[config.mk]
export PLATFORM = sky130hd
export DESIGN_NAME = mc_controller
export DESIGN_NICKNAME = d
export VERILOG_FILES = /design/src/rtl/mc_pkg.sv /design/src/rtl/mc_decode.sv /design/src/rtl/mc_controller.sv
export SDC_FILE = /design/constraint.sdc
export NUM_CORES = 1
export LEC_CHECK = 0
export BUFFER_PORTS_ARGS = -buffer_cell sky130_fd_sc_hd__buf_2
export CAP_MARGIN = 10
export CORE_UTILIZATION = 40
export DETAILED_ROUTE_END_ITERATION = 6
export PLACE_DENSITY = 0.88
export SLEW_MARGIN = 15
export SYNTH_ARGS = -nofsm -noshare
export SYNTH_HDL_FRONTEND = slang
export SYNTH_SLANG_ARGS = --single-unit
[constraint.sdc]
create_clock -name clk -period 3.3 [get_ports clk]
set_clock_uncertainty 0.15 [all_clocks]
set_input_delay 0.495 -clock clk [delete_from_list [all_inputs] [get_ports clk]]
set_output_delay 0.495 -clock clk [all_outputs]
set_load 0.01 [all_outputs]
[src/rtl/mc_pkg.sv]
// Shared definitions for the multi-cycle MIPS-subset controller:
// state encoding, opcode/funct values, datapath select codes, instruction classes.
package mc_pkg;

    typedef enum logic [2:0] {
        ST_IDLE   = 3'd0,
        ST_FETCH  = 3'd1,
        ST_DECODE = 3'd2,
        ST_EXEC   = 3'd3,
        ST_MEM    = 3'd4,
        ST_WB     = 3'd5,
        ST_FAULT  = 3'd7
    } state_t;

    localparam logic [5:0] OP_RTYPE = 6'h00;
    localparam logic [5:0] OP_JAL   = 6'h03;
    localparam logic [5:0] OP_BEQ   = 6'h04;
    localparam logic [5:0] OP_ORI   = 6'h0d;
    localparam logic [5:0] OP_LUI   = 6'h0f;
    localparam logic [5:0] OP_LW    = 6'h23;
    localparam logic [5:0] OP_SW    = 6'h2b;

    localparam logic [5:0] FN_JR    = 6'h08;
    localparam logic [5:0] FN_ADD   = 6'h20;
    localparam logic [5:0] FN_SUB   = 6'h22;
    localparam logic [5:0] FN_XOR   = 6'h26;

    localparam logic [2:0] ALU_ADD  = 3'b000;
    localparam logic [2:0] ALU_SUB  = 3'b001;
    localparam logic [2:0] ALU_XOR  = 3'b010;
    localparam logic [2:0] ALU_OR   = 3'b011;
    localparam logic [2:0] ALU_LUI  = 3'b100;

    localparam logic [1:0] NPC_PC4  = 2'b00;
    localparam logic [1:0] NPC_BR   = 2'b01;
    localparam logic [1:0] NPC_JAL  = 2'b10;
    localparam logic [1:0] NPC_JR   = 2'b11;

    localparam logic [1:0] A3_RD    = 2'b00;
    localparam logic [1:0] A3_RT    = 2'b01;
    localparam logic [1:0] A3_RA    = 2'b10;

    localparam logic [1:0] WD_ALU   = 2'b00;
    localparam logic [1:0] WD_MEM   = 2'b01;
    localparam logic [1:0] WD_PC    = 2'b10;

    // Exactly one flag is set for any instruction word.
    typedef struct packed {
        logic rtype;
        logic ori;
        logic lui;
        logic lw;
        logic sw;
        logic beq;
        logic jal;
        logic jr;
        logic nop;
    } instr_cls_t;

endpackage

[src/rtl/mc_decode.sv]
// Combinational instruction decoder: one-hot instruction class plus the
// EXEC-stage ALU controls. Unrecognised encodings decode as nop.
module mc_decode
    import mc_pkg::*;
(
    input  logic [31:0] instr,
    output instr_cls_t  cls,
    output logic [2:0]  alu_op,
    output logic        alu_b_sel,
    output logic        ext_sign
);

    logic [5:0] opcode;
    logic [5:0] funct;
    logic       unused_fields;

    assign opcode        = instr[31:26];
    assign funct         = instr[5:0];
    assign unused_fields = ^instr[25:6];

    always_comb begin
        cls       = '0;
        alu_op    = ALU_ADD;
        alu_b_sel = 1'b0;
        ext_sign  = 1'b0;
        case (opcode)
            OP_RTYPE: begin
                case (funct)
                    FN_ADD: begin cls.rtype = 1'b1; alu_op = ALU_ADD; end
                    FN_SUB: begin cls.rtype = 1'b1; alu_op = ALU_SUB; end
                    FN_XOR: begin cls.rtype = 1'b1; alu_op = ALU_XOR; end
                    FN_JR:  cls.jr  = 1'b1;
                    default: cls.nop = 1'b1;
                endcase
            end
            OP_ORI: begin cls.ori = 1'b1; alu_op = ALU_OR;  alu_b_sel = 1'b1; end
            OP_LUI: begin cls.lui = 1'b1; alu_op = ALU_LUI; alu_b_sel = 1'b1; end
            OP_LW:  begin cls.lw  = 1'b1; alu_b_sel = 1'b1; ext_sign = 1'b1; end
            OP_SW:  begin cls.sw  = 1'b1; alu_b_sel = 1'b1; ext_sign = 1'b1; end
            OP_BEQ: begin cls.beq = 1'b1; alu_op = ALU_SUB; end
            OP_JAL: cls.jal = 1'b1;
            default: cls.nop = 1'b1;
        endcase
    end

endmodule

[src/rtl/mc_controller.sv]
// Multi-cycle control FSM (FETCH/DECODE/EXEC/MEM/WB) with memory-wait timeout.
// Optional performance counters are built when MC_PERF_CNT_EN is defined.
module mc_controller
    import mc_pkg::*;
#(
    parameter int unsigned MEM_TIMEOUT = 0,
    parameter int unsigned CNT_W       = 32
) (
    input  logic        clk,
    input  logic        reset_n,
    input  logic [31:0] instr,
    input  logic        mem_ready,
    input  logic        alu_zero,
    output logic        mem_req,
    output logic        mem_we,
    output logic        mem_sel,
    output logic        ir_we,
    output logic        pc_we,
    output logic [1:0]  npc_sel,
    output logic        grf_we,
    output logic [1:0]  a3_sel,
    output logic [1:0]  wd_sel,
    output logic        alu_b_sel,
    output logic        ext_sign,
    output logic [2:0]  alu_op,
    output logic [2:0]  state,
    output logic        retire,
    output logic        fault
`ifdef MC_PERF_CNT_EN
    ,
    output logic [CNT_W-1:0] cycle_cnt,
    output logic [CNT_W-1:0] retire_cnt
`endif
);

    localparam int unsigned WAIT_W = (MEM_TIMEOUT > 1) ? $clog2(MEM_TIMEOUT + 1) : 1;
    localparam logic [WAIT_W-1:0] WAIT_LAST =
        WAIT_W'((MEM_TIMEOUT == 0) ? 0 : MEM_TIMEOUT - 1);

    state_t            cur_state;
    state_t            nxt_state;
    instr_cls_t        cls;
    logic [2:0]        dec_alu_op;
    logic              dec_alu_b_sel;
    logic              dec_ext_sign;
    logic [WAIT_W-1:0] wait_cnt;
    logic              in_access;
    logic              timeout_hit;

    mc_decode u_decode (
        .instr     (instr),
        .cls       (cls),
        .alu_op    (dec_alu_op),
        .alu_b_sel (dec_alu_b_sel),
        .ext_sign  (dec_ext_sign)
    );

    assign state     = cur_state;
    assign in_access = (cur_state == ST_FETCH) || (cur_state == ST_MEM);
    // A ready in the final allowed cycle completes the access instead of faulting.
    assign timeout_hit = (MEM_TIMEOUT != 0) && in_access && !mem_ready &&
                         (wait_cnt == WAIT_LAST);

    always_ff @(posedge clk or negedge reset_n) begin
        if (!reset_n) begin
            cur_state <= ST_IDLE;
            fault     <= 1'b0;
        end else begin
            cur_state <= nxt_state;
            if (nxt_state == ST_FAULT)
                fault <= 1'b1;
        end
    end

    always_ff @(posedge clk or negedge reset_n) begin
        if (!reset_n)
            wait_cnt <= '0;
        else if ((nxt_state != cur_state) &&
                 ((nxt_state == ST_FETCH) || (nxt_state == ST_MEM)))
            wait_cnt <= '0;
        else if (in_access && !mem_ready)
            wait_cnt <= wait_cnt + WAIT_W'(1);
    end

    always_comb begin
        nxt_state = cur_state;
        case (cur_state)
            ST_IDLE:   nxt_state = ST_FETCH;
            ST_FETCH: begin
                if (mem_ready)        nxt_state = ST_DECODE;
                else if (timeout_hit) nxt_state = ST_FAULT;
            end
            ST_DECODE: begin
                if (cls.jal || cls.jr || cls.nop) nxt_state = ST_FETCH;
                else                              nxt_state = ST_EXEC;
            end
            ST_EXEC: begin
                if (cls.beq)                           nxt_state = ST_FETCH;
                else if (cls.lw || cls.sw)             nxt_state = ST_MEM;
                else if (cls.rtype || cls.ori || cls.lui) nxt_state = ST_WB;
                else                                   nxt_state = ST_FETCH;
            end
            ST_MEM: begin
                if (mem_ready)        nxt_state = cls.sw ? ST_FETCH : ST_WB;
                else if (timeout_hit) nxt_state = ST_FAULT;
            end
            ST_WB:     nxt_state = ST_FETCH;
            ST_FAULT:  nxt_state = ST_FAULT;
            default:   nxt_state = ST_IDLE;
        endcase
    end

    always_comb begin
        mem_req   = 1'b0;
        mem_we    = 1'b0;
        mem_sel   = 1'b0;
        ir_we     = 1'b0;
        pc_we     = 1'b0;
        npc_sel   = NPC_PC4;
        grf_we    = 1'b0;
        a3_sel    = A3_RD;
        wd_sel    = WD_ALU;
        alu_b_sel = 1'b0;
        ext_sign  = 1'b0;
        alu_op    = ALU_ADD;
        retire    = 1'b0;
        // ALU controls stay at their EXEC values until writeback completes.
        if ((cur_state == ST_EXEC) || (cur_state == ST_MEM) || (cur_state == ST_WB)) begin
            alu_op    = dec_alu_op;
            alu_b_sel = dec_alu_b_sel;
            ext_sign  = dec_ext_sign;
        end
        case (cur_state)
            ST_FETCH: begin
                mem_req = 1'b1;
                if (mem_ready) begin
                    ir_we = 1'b1;
                    pc_we = 1'b1;
                end
            end
            ST_DECODE: begin
                if (cls.jal) begin
                    grf_we  = 1'b1;
                    a3_sel  = A3_RA;
                    wd_sel  = WD_PC;
                    pc_we   = 1'b1;
                    npc_sel = NPC_JAL;
                    retire  = 1'b1;
                end else if (cls.jr) begin
                    pc_we   = 1'b1;
                    npc_sel = NPC_JR;
                    retire  = 1'b1;
                end else if (cls.nop) begin
                    retire  = 1'b1;
                end
            end
            ST_EXEC: begin
                if (cls.beq) begin
                    pc_we   = alu_zero;
                    npc_sel = NPC_BR;
                    retire  = 1'b1;
                end
            end
            ST_MEM: begin
                mem_req = 1'b1;
                mem_sel = 1'b1;
                mem_we  = cls.sw;
                retire  = mem_ready && cls.sw;
            end
            ST_WB: begin
                grf_we = 1'b1;
                a3_sel = cls.rtype ? A3_RD : A3_RT;
                wd_sel = cls.lw ? WD_MEM : WD_ALU;
                retire = 1'b1;
            end
            default: ;
        endcase
    end

`ifdef MC_PERF_CNT_EN
    always_ff @(posedge clk or negedge reset_n) begin
        if (!reset_n) begin
            cycle_cnt  <= '0;
            retire_cnt <= '0;
        end else begin
            if (cur_state != ST_FAULT)
                cycle_cnt <= cycle_cnt + CNT_W'(1);
            if (retire)
                retire_cnt <= retire_cnt + CNT_W'(1);
        end
    end
`endif

endmodule

After elaboration in Yosys (flattened, before gate mapping). Cells that the tools add are included.

Flip-flop bits (word level): 4. Bits in latches: 0. Bits in writable memories: 0. Memory bits (read-only): 0. Input port bits: 36. Output and inout port bits: 22. Memories: 0.

Add/sub/neg operators: 0. $mul: 0. Div/mod/pow operators: 0. Order comparisons: 0. Equal/unequal tests: 17. Shifts and indexed selects: 0. Muxes and demuxes: 52. Bitwise gates (word level): 0. Reductions and logical operators: 17.

Operator list (number): 2-to-1 mux 1 bit (31); equality test 6 bit (second input constant) (5); 2-to-1 mux 3 bit (7); equality test 6 x 4 -> 1 bit (second input constant) (3); case mux 3 bit (6 select lines) (1); case mux 2 bit (2 select lines) (4); equality test 3 bit (second input constant) (4); case mux 3 bit (4 select lines) (1); 2-to-1 mux 2 bit (4); OR reduction 4 bit (2); logical OR 1 bit (7); equality test 3 x 2 -> 1 bit (second input constant) (2); equality test 6 x 2 -> 1 bit (second input constant) (1); equality test 6 x 3 -> 1 bit (second input constant) (1); logical NOT 6 bit (1); OR reduction 2 bit (3); OR reduction 6 bit (1); case mux 1 bit (2 select lines) (2); case mux 1 bit (4 select lines) (1); equality test 3 x 1 -> 1 bit (second input constant) (1); logical NOT 3 bit (1); case mux 1 bit (3 select lines) (1); OR reduction 3 bit (1); logical AND 1 bit (1).

Logic depth before layout (Yosys ltp). Gate-level depths: netlist of run 1.

Depth after elaboration: 11. Gate-level depth with buffers: 5.

Modules after synthesis. Synthesis of run 1 repeated with hierarchy kept, for this count alone.

Cell total of the unflattened synthesis: 97. Area, all modules: 733.2 um2.

Modules (own cells, without submodules): mc_controller (times used 1, cells each 62, area an instance 500.5 um2, seq. area each 100.1 um2); mc_decode (times used 1, cells each 35, area an instance 232.7 um2, seq. area each 0.0 um2).

Worst setup path before layout of run 1. Ideal clock, no wire load.

Path type: input-to-output. Start point: input port instr[28]. End point: output port alu_op[0]. Arrival time: 1613 ps. Data required time: 2655 ps. Slack: 1042 ps. Stages on the path: 5. Cells stage by stage: buf_6 -> nor4_4 -> and3_1 -> nand3b_1 -> a2111oi_2.

Word-level cells in the longest chain between the ends: 3.

Ends and longest elaborated chain: start: declaration (RTL line mc_controller.sv:11) `input logic [31:0] instr,`; equality test 6 x 3 -> 1 bit (tied with other cells) (RTL line mc_decode.sv:26) `case (opcode)`; case mux 3 bit (4 select lines) * (RTL line mc_decode.sv:26); 2-to-1 mux 3 bit * (RTL line mc_controller.sv:128) `if ((cur_state == ST_EXEC) || (cur_state == ST_MEM) || (cur_state == ST_WB)) begin`; end: declaration (RTL line mc_controller.sv:25) `output logic [2:0] alu_op,`.

Every way passes the cells marked *; elsewhere a longest branch is shown, timed or not.

Final worst setup path of run 1.
Start point: input port instr[29]. End point: output port alu_op[0].

The elaborated chain is that of the path after synthesis.

==> results.json, run 1 <==
{
  "status": "finished clean",
  "drive_gt1_share_pct": 38.6,
  "grt_start_max_net_pins": 17,
  "max-slew-margin-rel_pct": 69.7,
  "final.setup.tns_ns": 0,
  "cts_tree": "yes",
  "ys_seq_area_share_pct": 15.1,
  "postCtsResizedCells": 0,
  "hold_ws_ns": 0.341,
  "synthesis.instances": 92,
  "drv_slew": 0,
  "worst_pin_slew_ns": 0.455,
  "syn_to_final_growth_pct": 30.4,
  "setup_viol": 0,
  "syn_area_per_cell_um2": 7.19,
  "min-delay-start": "fault",
  "track_usage_pct": 23.2,
  "holdPathEnd": "fault",
  "reg2reg_from": "state[0]",
  "numCtsBuffers": 3,
  "wl_mm": 1.89,
  "ant_nets": 0,
  "required_ns": 2.65,
  "remaining_drc_errors": 0,
  "clk_path_buf_depth": 2,
  "num_antenna_cells": 0,
  "period_needed_ns": 2.45,
  "drt-wirelength-per-cell_um": 13.2,
  "nNetsFinal": 166,
  "gp_congestion": 0.815,
  "htreeDepth": 1,
  "viasPerCell": 6.05,
  "worstPathArrival_ns": 1.81,
  "worstSetupPathType": "primary input to output pin",
  "place_hpwl_mm": 1.56,
  "max_freq_mhz": 408,
  "synthFlopType": "dfrtp_1",
  "worst-path-max-fanout": 8,
  "clock_latency_ns": 0.23,
  "final_common_cell": "buf_2",
  "dr.pass1.iters": 4,
  "overflow": 0,
  "grt_pass1_wl_mm": 3.31,
  "synthesis.area_um2": 662,
  "initial_core_util_pct": 43.4,
  "start_kind": "primary input",
  "final_cell_mix": "37 x buf_2, 10 x nor2_1, 10 x nand2_1",
  "min_path_cells": 1,
  "placed_area_um2": 831,
  "r2r_slack_ns": 1.90,
  "crit_start": "instr[29]",
  "r2r-end": "state[1]",
  "drv_cap": 0,
  "ys_ff_latch": 4,
  "end_kind": "output pin",
  "fin_crit_sh_pct": 74.3,
  "peakVddDrop_v": 0.000198,
  "cts_root_buf": "clkbuf_4",
  "grt_pass1_vias": 784,
  "fin_area_um2": 863,
  "finalHoldViolations": 0,
  "vias": 865,
  "syn_nets": 129,
  "p_leak_nw": 0.404,
  "postCtsSetupBuffers": 0,
  "rows": 14,
  "io_pins": 58,
  "synth_warnings": 0,
  "yosysUniqueCellTypes": 41,
  "antenna_found_initial": 0,
  "clk_pin_slew_ns": 0.03,
  "p_per_area_mw_per_mm2": 270,
  "worst-r2r-cell-count": 2,
  "dr.first_iter.drc_count": 26,
  "hp-class": "flop to flop",
  "die_x_um": 42.7,
  "clkSinkCount": 4,
  "synth_edf_count": 0,
  "die_area_mm2": 0.00182,
  "fp.coreArea_mm2": 0.00152,
  "die_h_um": 42.7,
  "p_total_w": 0.000233,
  "rsz0062_at_grt": "false",
  "io_buffers": 37,
  "ys_async_sr_fraction_pct": 100
}
[flip-flops by register name (all words and copies together) (netlist names)]
register and flops:
state 3, fault 1
[how the worst max path moves through the flow]
stage	endpoint	slack [ns]	depth (start not counted)
finish	alu_op[0]	0.85	6
global route	alu_op[1]	0.69	4
CTS	alu_op[0]	0.83	6
detailed placement	alu_op[0]	0.83	6
global placement	alu_op[0]	0.87	6
floorplan	alu_op[0]	1.04	5
[Yosys cell counts (all sizes together) (4+ instances only)]
master / n / area [µm²]
nand2: 10 / 37.5
nor2: 10 / 37.5
nor4: 5 / 52.6
o21ai: 5 / 25.0
a21oi: 4 / 20.0
a31oi: 4 / 25.0
and3: 4 / 27.5
buf: 4 / 28.8
dfrtp: 4 / 100
nand2b: 4 / 25.0
[repair_timing]
| item | 4_1_cts | 5_1_grt |
|---|---|---|
| hold endpoints to repair | 4 | 0 |
| hold buffers | 1 | 0 |
| setup endpoints to repair | 0 | 0 |
[metrics by stage]
stage / setup slack [ns] / util, % / instances
2_1_floorplan: 1.04 / - / 92
3_3_place_gp: 0.866 / 54.5 / 139
3_5_place_dp: 0.827 / 54.5 / 139
4_1_cts: 0.828 / 56.7 / 143
5_1_grt: 0.686 / 56.7 / 143
6_report: 0.847 / 56.7 / 143
[cell type report]
type                    instances  area (µm²)
inverters                       3        11.3
multi-input cells              79         514
clock buffers                   3        22.5
well taps                      16        20.0
flip-flops and latches          4         100
repair buffers                 38         195
fillers                       161         661
[power breakdown]
group	internal [W]	switching (W)	total [W]
Sequential	0.0000579	0.0000156	0.0000735
Combinational	0.0000431	0.0000586	0.000102
Clock	0.0000405	0.0000172	0.0000577
Total	0.000141	0.0000915	0.000233
[cell families after synthesis]
family                   Yosys count  synth area share [%]
AO/OA/AOI/OAI                     22                  23.1
adder cells (fa/ha/maj)            1                  1.89
buffers and inverters              9                  7.18
flip-flops                         4                  15.1
AND/OR/NAND/NOR                   56                  52.7
[worst max-delay path: stages]
cell and delay [ns]:
buf_2 0.16, nor4_4 0.36, and3_1 0.24, nand3b_1 0.10, a2111oi_2 0.28, buf_2 0.18
[per-layer routing]
layer	up-vias	track usage (%)	wire length, µm
li1	421	-	-
met5	-	0	0
met1	397	28.2	748
met2	47	40.3	1000
met4	0	10.0	0
met3	0	2.98	144
No activity file was read; power rests on OpenSTA's default activity.
==> inputs of run 2 (changes only) <==
Settings changed: CORE_UTILIZATION 40 to 33, PLACE_DENSITY 0.88 to 0.78.
Clock period 3.3 ns to 2.2 ns, I/O delays scaled along.
==> run 2 against run 1 <==
Against the previous run: die area rose by 20%; hold slack got worse by 0.067 ns; sequential power up 54%; critical endpoint unchanged; largest cell class unchanged.
==> results.json, run 2 (same netlist as run 1, synthesis figures left out) <==
{
  "fp.coreArea_mm2": 0.00180,
  "numCtsBuffers": 3,
  "clkSinkCount": 4,
  "p_leak_nw": 0.430,
  "worstSetupPathType": "flop to output pin",
  "drv_slew": 0,
  "drt-wirelength-per-cell_um": 13.4,
  "grt_pass1_wl_mm": 2.96,
  "num_antenna_cells": 0,
  "clk_pin_slew_ns": 0.04,
  "antenna_found_initial": 0,
  "final-seq-area_um2": 103,
  "overflow": 0,
  "start_kind": "flop",
  "peakVddDrop_v": 0.000334,
  "dr.first_iter.drc_count": 32,
  "worst-path-max-fanout": 16,
  "finalHoldViolations": 0,
  "syn_to_final_growth_pct": 40.3,
  "fin_ws_ns": 0.0636,
  "hp-class": "primary input to async pin",
  "die_h_um": 46.8,
  "final_cell_mix": "37 x buf_2, 10 x nor2_1, 10 x nand2_1",
  "final_common_cell": "buf_2",
  "fin_crit_sh_pct": 97.1,
  "initial_core_util_pct": 36.7,
  "grt_start_max_net_pins": 17,
  "remaining_drc_errors": 0,
  "status": "finished clean",
  "max-slew-margin-rel_pct": 67.3,
  "required_ns": 1.72,
  "nNetsFinal": 171,
  "io_pins": 58,
  "cts_root_buf": "clkbuf_4",
  "max_freq_mhz": 468,
  "htreeDepth": 1,
  "pre_cts_slack_ns": 0.121,
  "critical-path-max-stage-delay_ns": 0.64,
  "final.setup.tns_ns": 0,
  "crit_chain": "a21oi_1 > a2111oi_2 > buf_2",
  "setup_viol": 0,
  "viasPerCell": 5.72,
  "p_per_area_mw_per_mm2": 404,
  "gp_congestion": 0.814,
  "clk_path_buf_depth": 2,
  "io_buffers": 37,
  "die_area_mm2": 0.00219,
  "cp_slowest_cell": "dfrtp_1",
  "multiInputGateArea_um2": 528,
  "grt_pass1_vias": 729,
  "period_needed_ns": 2.14,
  "rows": 15,
  "drv_cap": 0,
  "nFillCells": 201,
  "postCtsSetupBuffers": 0,
  "ant_nets": 0,
  "worstPathArrival_ns": 1.66,
  "dp_cells": 153,
  "final_cells": 157,
  "cts_tree": "yes",
  "track_usage_pct": 18.5,
  "die_x_um": 46.8,
  "drive_gt1_share_pct": 43.2,
  "dr.pass1.iters": 4,
  "largest_register_ff_count": 3,
  "clock_latency_ns": 0.24,
  "vias": 898,
  "end_kind": "output pin",
  "wl_mm": 2.10,
  "worst_pin_slew_ns": 0.491,
  "place_hpwl_mm": 1.61
}
## run 2: cell count changes in the layout (fill, tap and decap cells not counted), sizes merged
cell and change:
buf +5
## run 2: where the power goes
| group | leakage, nW | internal (W) | switching [W] |
|---|---|---|---|
| logic | 0.369 | 0.0000726 | 0.0000931 |
| registers | 0.0473 | 0.0000874 | 0.0000251 |
| clock network | 0.0138 | 0.0000614 | 0.0000358 |
## run 2: worst max-delay path: cells and delay by family, from the launching register on
family                 cells  cell delay [ns]
AO/OA/AOI/OAI              2             0.59
buffers and inverters      1             0.18
flip-flops                 1             0.64
## run 2: stage by stage
| stage | hold slack, ns | util [%] | cell area (µm²) | power [W] |
|---|---|---|---|---|
| after detailed placement | -0.00830 | 48.8 | 880 | 0.000269 |
| after global placement | -0.0163 | 48.8 | 880 | 0.000263 |
| after floorplan | -0.116 | - | 662 | 0.000201 |
| final | 0.274 | 51.5 | 928 | 0.000375 |
| after global routing | 0.286 | 51.5 | 928 | 0.000392 |
| after CTS | 0.280 | 50.6 | 912 | 0.000365 |
## run 2: final timing paths
| path | from | endpoint | slack, ns | depth (start not counted) |
|---|---|---|---|---|
| worst max register to register | state[0] | state[2] | 0.82 | 3 |
| worst min register to register | fault | fault | 0.31 | 1 |
| max in group asynchronous | reset_n | state[1] | 1.49 | 2 |
| worst max-delay path | state[0] | alu_op[0] | 0.06 | 3 |
| min in group clk | fault | fault | 0.31 | 1 |
| worst min-delay path | reset_n | state[2] | 0.27 | 2 |
## run 2: per-layer routing
layer  track usage [%]  wire length, µm  part of all wire, %
met5                 0                0                    0
met3              2.31              152                  7.2
met1              24.1              931                   44
met4              6.29               20                 0.95
met2              31.7              998                   47
## run 2: what timing repair did
action / in CTS / in global routing
gates resized for setup: 0 / 4
setup endpoints to repair: 0 / 6
hold endpoints to repair: 4 / 0
hold buffers: 1 / 0
## run 2: area by class of cell
cell class | count | share of cell area [%]
flip-flops and latches | 4 | 11.1
multi-input cells | 79 | 56.9
repair buffers | 43 | 25.1
clock buffers | 3 | 2.43
well taps | 25 | 3.37
inverters | 3 | 1.21
==> inputs of run 3 (changes only) <==
Settings changed: ABC_AREA set to 1, CORE_MARGIN set to 1, CORE_UTILIZATION 33 to 32, PLACE_DENSITY 0.78 to 0.79, RECOVER_POWER set to 100.
==> run 3 against run 2 <==
Against the previous run: flip-flop and latch count stayed put; final cell count increased by 8.3%; sequential share of layout area is 1.6 points higher; synthesized area fell by 10%; final area down 11%; synthesized cell count up 14%; die area decreased by 7.3%; register-to-register slack improved by 0.07 ns; global-route usage decreased by 2.0 points; critical path depth increased by 5; combinational power decreased by 75%; largest cell class unchanged; largest power group is now the clock network; highest routed layer is now met3.
==> results.json, run 3 <==
{
  "status": "finished clean",
  "worstSetupPathType": "flop to output pin",
  "remaining_drc_errors": 0,
  "synthTopCellsByCount": "25 x nand2_1, 20 x inv_1, 15 x nor2_1",
  "drv_slew": 0,
  "cts_tree": "yes",
  "p_per_area_mw_per_mm2": 249,
  "wl_mm": 1.53,
  "initial_core_util_pct": 34.3,
  "die_area_mm2": 0.00203,
  "reg2reg_from": "state[1]",
  "grt_start_max_net_pins": 9,
  "syn_to_final_growth_pct": 38.6,
  "postCtsSetupBuffers": 0,
  "vias": 783,
  "final.setup.tns_ns": 0,
  "antenna_found_initial": 0,
  "die_x_um": 45.1,
  "final-seq-area_um2": 104,
  "endpoint": "retire",
  "finalHoldViolations": 0,
  "place_hpwl_mm": 1.30,
  "p_total_w": 0.000204,
  "worst_pin_slew_ns": 0.435,
  "fin_crit_sh_pct": 94.8,
  "max-slew-margin-rel_pct": 71.0,
  "synth_warnings": 0,
  "r2r_slack_ns": 0.89,
  "num_antenna_cells": 0,
  "nFillCells": 199,
  "synthFlopType": "dfrtp_1",
  "die_h_um": 45.1,
  "fp.coreArea_mm2": 0.00173,
  "min-delay-start": "mem_ready",
  "nNetsFinal": 184,
  "ys_ff_latch": 4,
  "crit_start": "state[2]",
  "htreeDepth": 1,
  "viasPerCell": 4.61,
  "ys_top_cells_by_area": "dfrtp_1 17%, nand2_1 16%, inv_1 13%",
  "largest_register_ff_count": 3,
  "rows": 15,
  "drt-wirelength-per-cell_um": 9.00,
  "ys_async_sr_fraction_pct": 100,
  "ant_nets": 0,
  "multiInputGateArea_um2": 407,
  "overflow": 0,
  "min_path_cells": 4,
  "required_ns": 1.72,
  "p_leak_nw": 0.457,
  "dr.first_iter.drc_count": 8,
  "worstPathArrival_ns": 1.61,
  "clk_path_buf_depth": 2,
  "grt_pass1_vias": 680,
  "numCtsBuffers": 3,
  "dr.pass1.iters": 4,
  "yosysUniqueCellTypes": 21,
  "syn_area_per_cell_um2": 5.65,
  "yosysTopAreaCell": "dfrtp_1",
  "io_buffers": 37,
  "period_needed_ns": 2.09,
  "synthesis.area_um2": 593,
  "syn_nets": 142,
  "hp-class": "primary input to flop",
  "grt_pass1_wl_mm": 2.59,
  "gp_congestion": 0.811,
  "clk_pin_slew_ns": 0.03,
  "end_kind": "output pin",
  "clkSinkCount": 4,
  "final_common_cell": "nand2_1",
  "io_pins": 58,
  "synth_top_area_share_pct": 16.9,
  "ys_seq_area_share_pct": 16.9,
  "track_usage_pct": 16.5,
  "final_cell_mix": "25 x nand2_1, 22 x buf_2, 20 x inv_1",
  "worst-path-max-fanout": 8,
  "peakVddDrop_v": 0.000145,
  "cts_root_buf": "clkbuf_4",
  "r2r-end": "state[1]",
  "worst-r2r-cell-count": 5,
  "drv_cap": 0,
  "drive_gt1_share_pct": 26.9,
  "rsz0062_at_grt": "false",
  "setup_viol": 0,
  "start_kind": "flop",
  "synth_edf_count": 0,
  "synthesis.instances": 105,
  "max_freq_mhz": 479,
  "clock_latency_ns": 0.23,
  "yosysMostFrequentCell": "nand2_1"
}
==> run 3: changes by cell type in the layout (fill, tap and decap cells not counted), sizes merged, moves of 3 or more <==
cell    previous run  this run
buf               42        22
inv                3        21
clkbuf             3        18
nand2             10        25
nand3              2        13
nor2              10        20
nor4               5         0
and3               4         0
nand2b             4         0
o21ai              5         1
a31oi              4         1
nand3b             3         0
nor4b              3         0
==> run 3: logic make-up after synthesis <==
logic type | Yosys count | share of synthesized area (%)
DFF | 4 | 16.9
adders and majority gates | 1 | 2.11
AOI/OAI and AO/OA | 8 | 8.02
and+or+nand+nor | 70 | 58.4
buffers and inverters | 22 | 14.6
==> run 3: per-layer routing <==
layer | track usage [%] | vias to the layer above | share of wire [%]
met5 | 0 | - | 0
met3 | 2.40 | 0 | 5.6
met4 | 4.85 | 0 | 0
met1 | 23.0 | 337 | 49
met2 | 26.4 | 23 | 45
li1 | - | 423 | -
==> run 3: critical path, stage by stage (launching register included) <==
cell,delay (ns)
dfrtp_2,0.45
inv_2,0.11
nand2_1,0.11
nor2_4,0.19
nand3_4,0.11
nand3_1,0.09
nor2_1,0.06
a21oi_2,0.13
buf_2,0.14
==> run 3: how the worst min path moves through the flow <==
stage | to | slack, ns
2_1_floorplan | fault | -0.12
3_3_place_gp | fault | -0.02
3_5_place_dp | fault | -0.01
4_1_cts | state[2] | 0.28
5_1_grt | state[2] | 0.31
6_report | state[2] | 0.28
==> run 3: power by group <==
part	total [W]	switching (W)	internal, W
clock network	0.0000889	0.0000280	0.0000609
registers	0.0000739	0	0.0000739
logic	0.0000415	0.0000243	0.0000173
total	0.000204	0.0000523	0.000152
==> run 3: final cells by class <==
class                           instances  share of cell area, %
Timing Repair Buffer                   38                   21.8
Sequential cell                         4                   12.6
Multi-Input combinational cell         79                   49.5
Tap cell                               25                   3.81
Inverter                               21                   9.59
Clock buffer                            3                   2.74
==> run 3: timing repair <==
action / 4_1_cts / 5_1_grt
resized for setup: 0 / 4
hold buffers: 1 / 0
endpoints found under the setup margin: 0 / 1
hold endpoints to repair: 4 / 0
==> run 3: stage by stage <==
step           hold slack [ns]  util [%]  setup WS (ns)  std cells  area [µm²]
6_report                 0.277      47.6          0.114        170         822
5_1_grt                  0.311      47.6       0.000861        170         822
4_1_cts                  0.275      48.3         0.0969        170         835
3_5_place_dp           -0.0142      46.4          0.343        166         802
3_3_place_gp           -0.0177      46.4          0.359        166         802
2_1_floorplan           -0.116         -          0.500        105         593
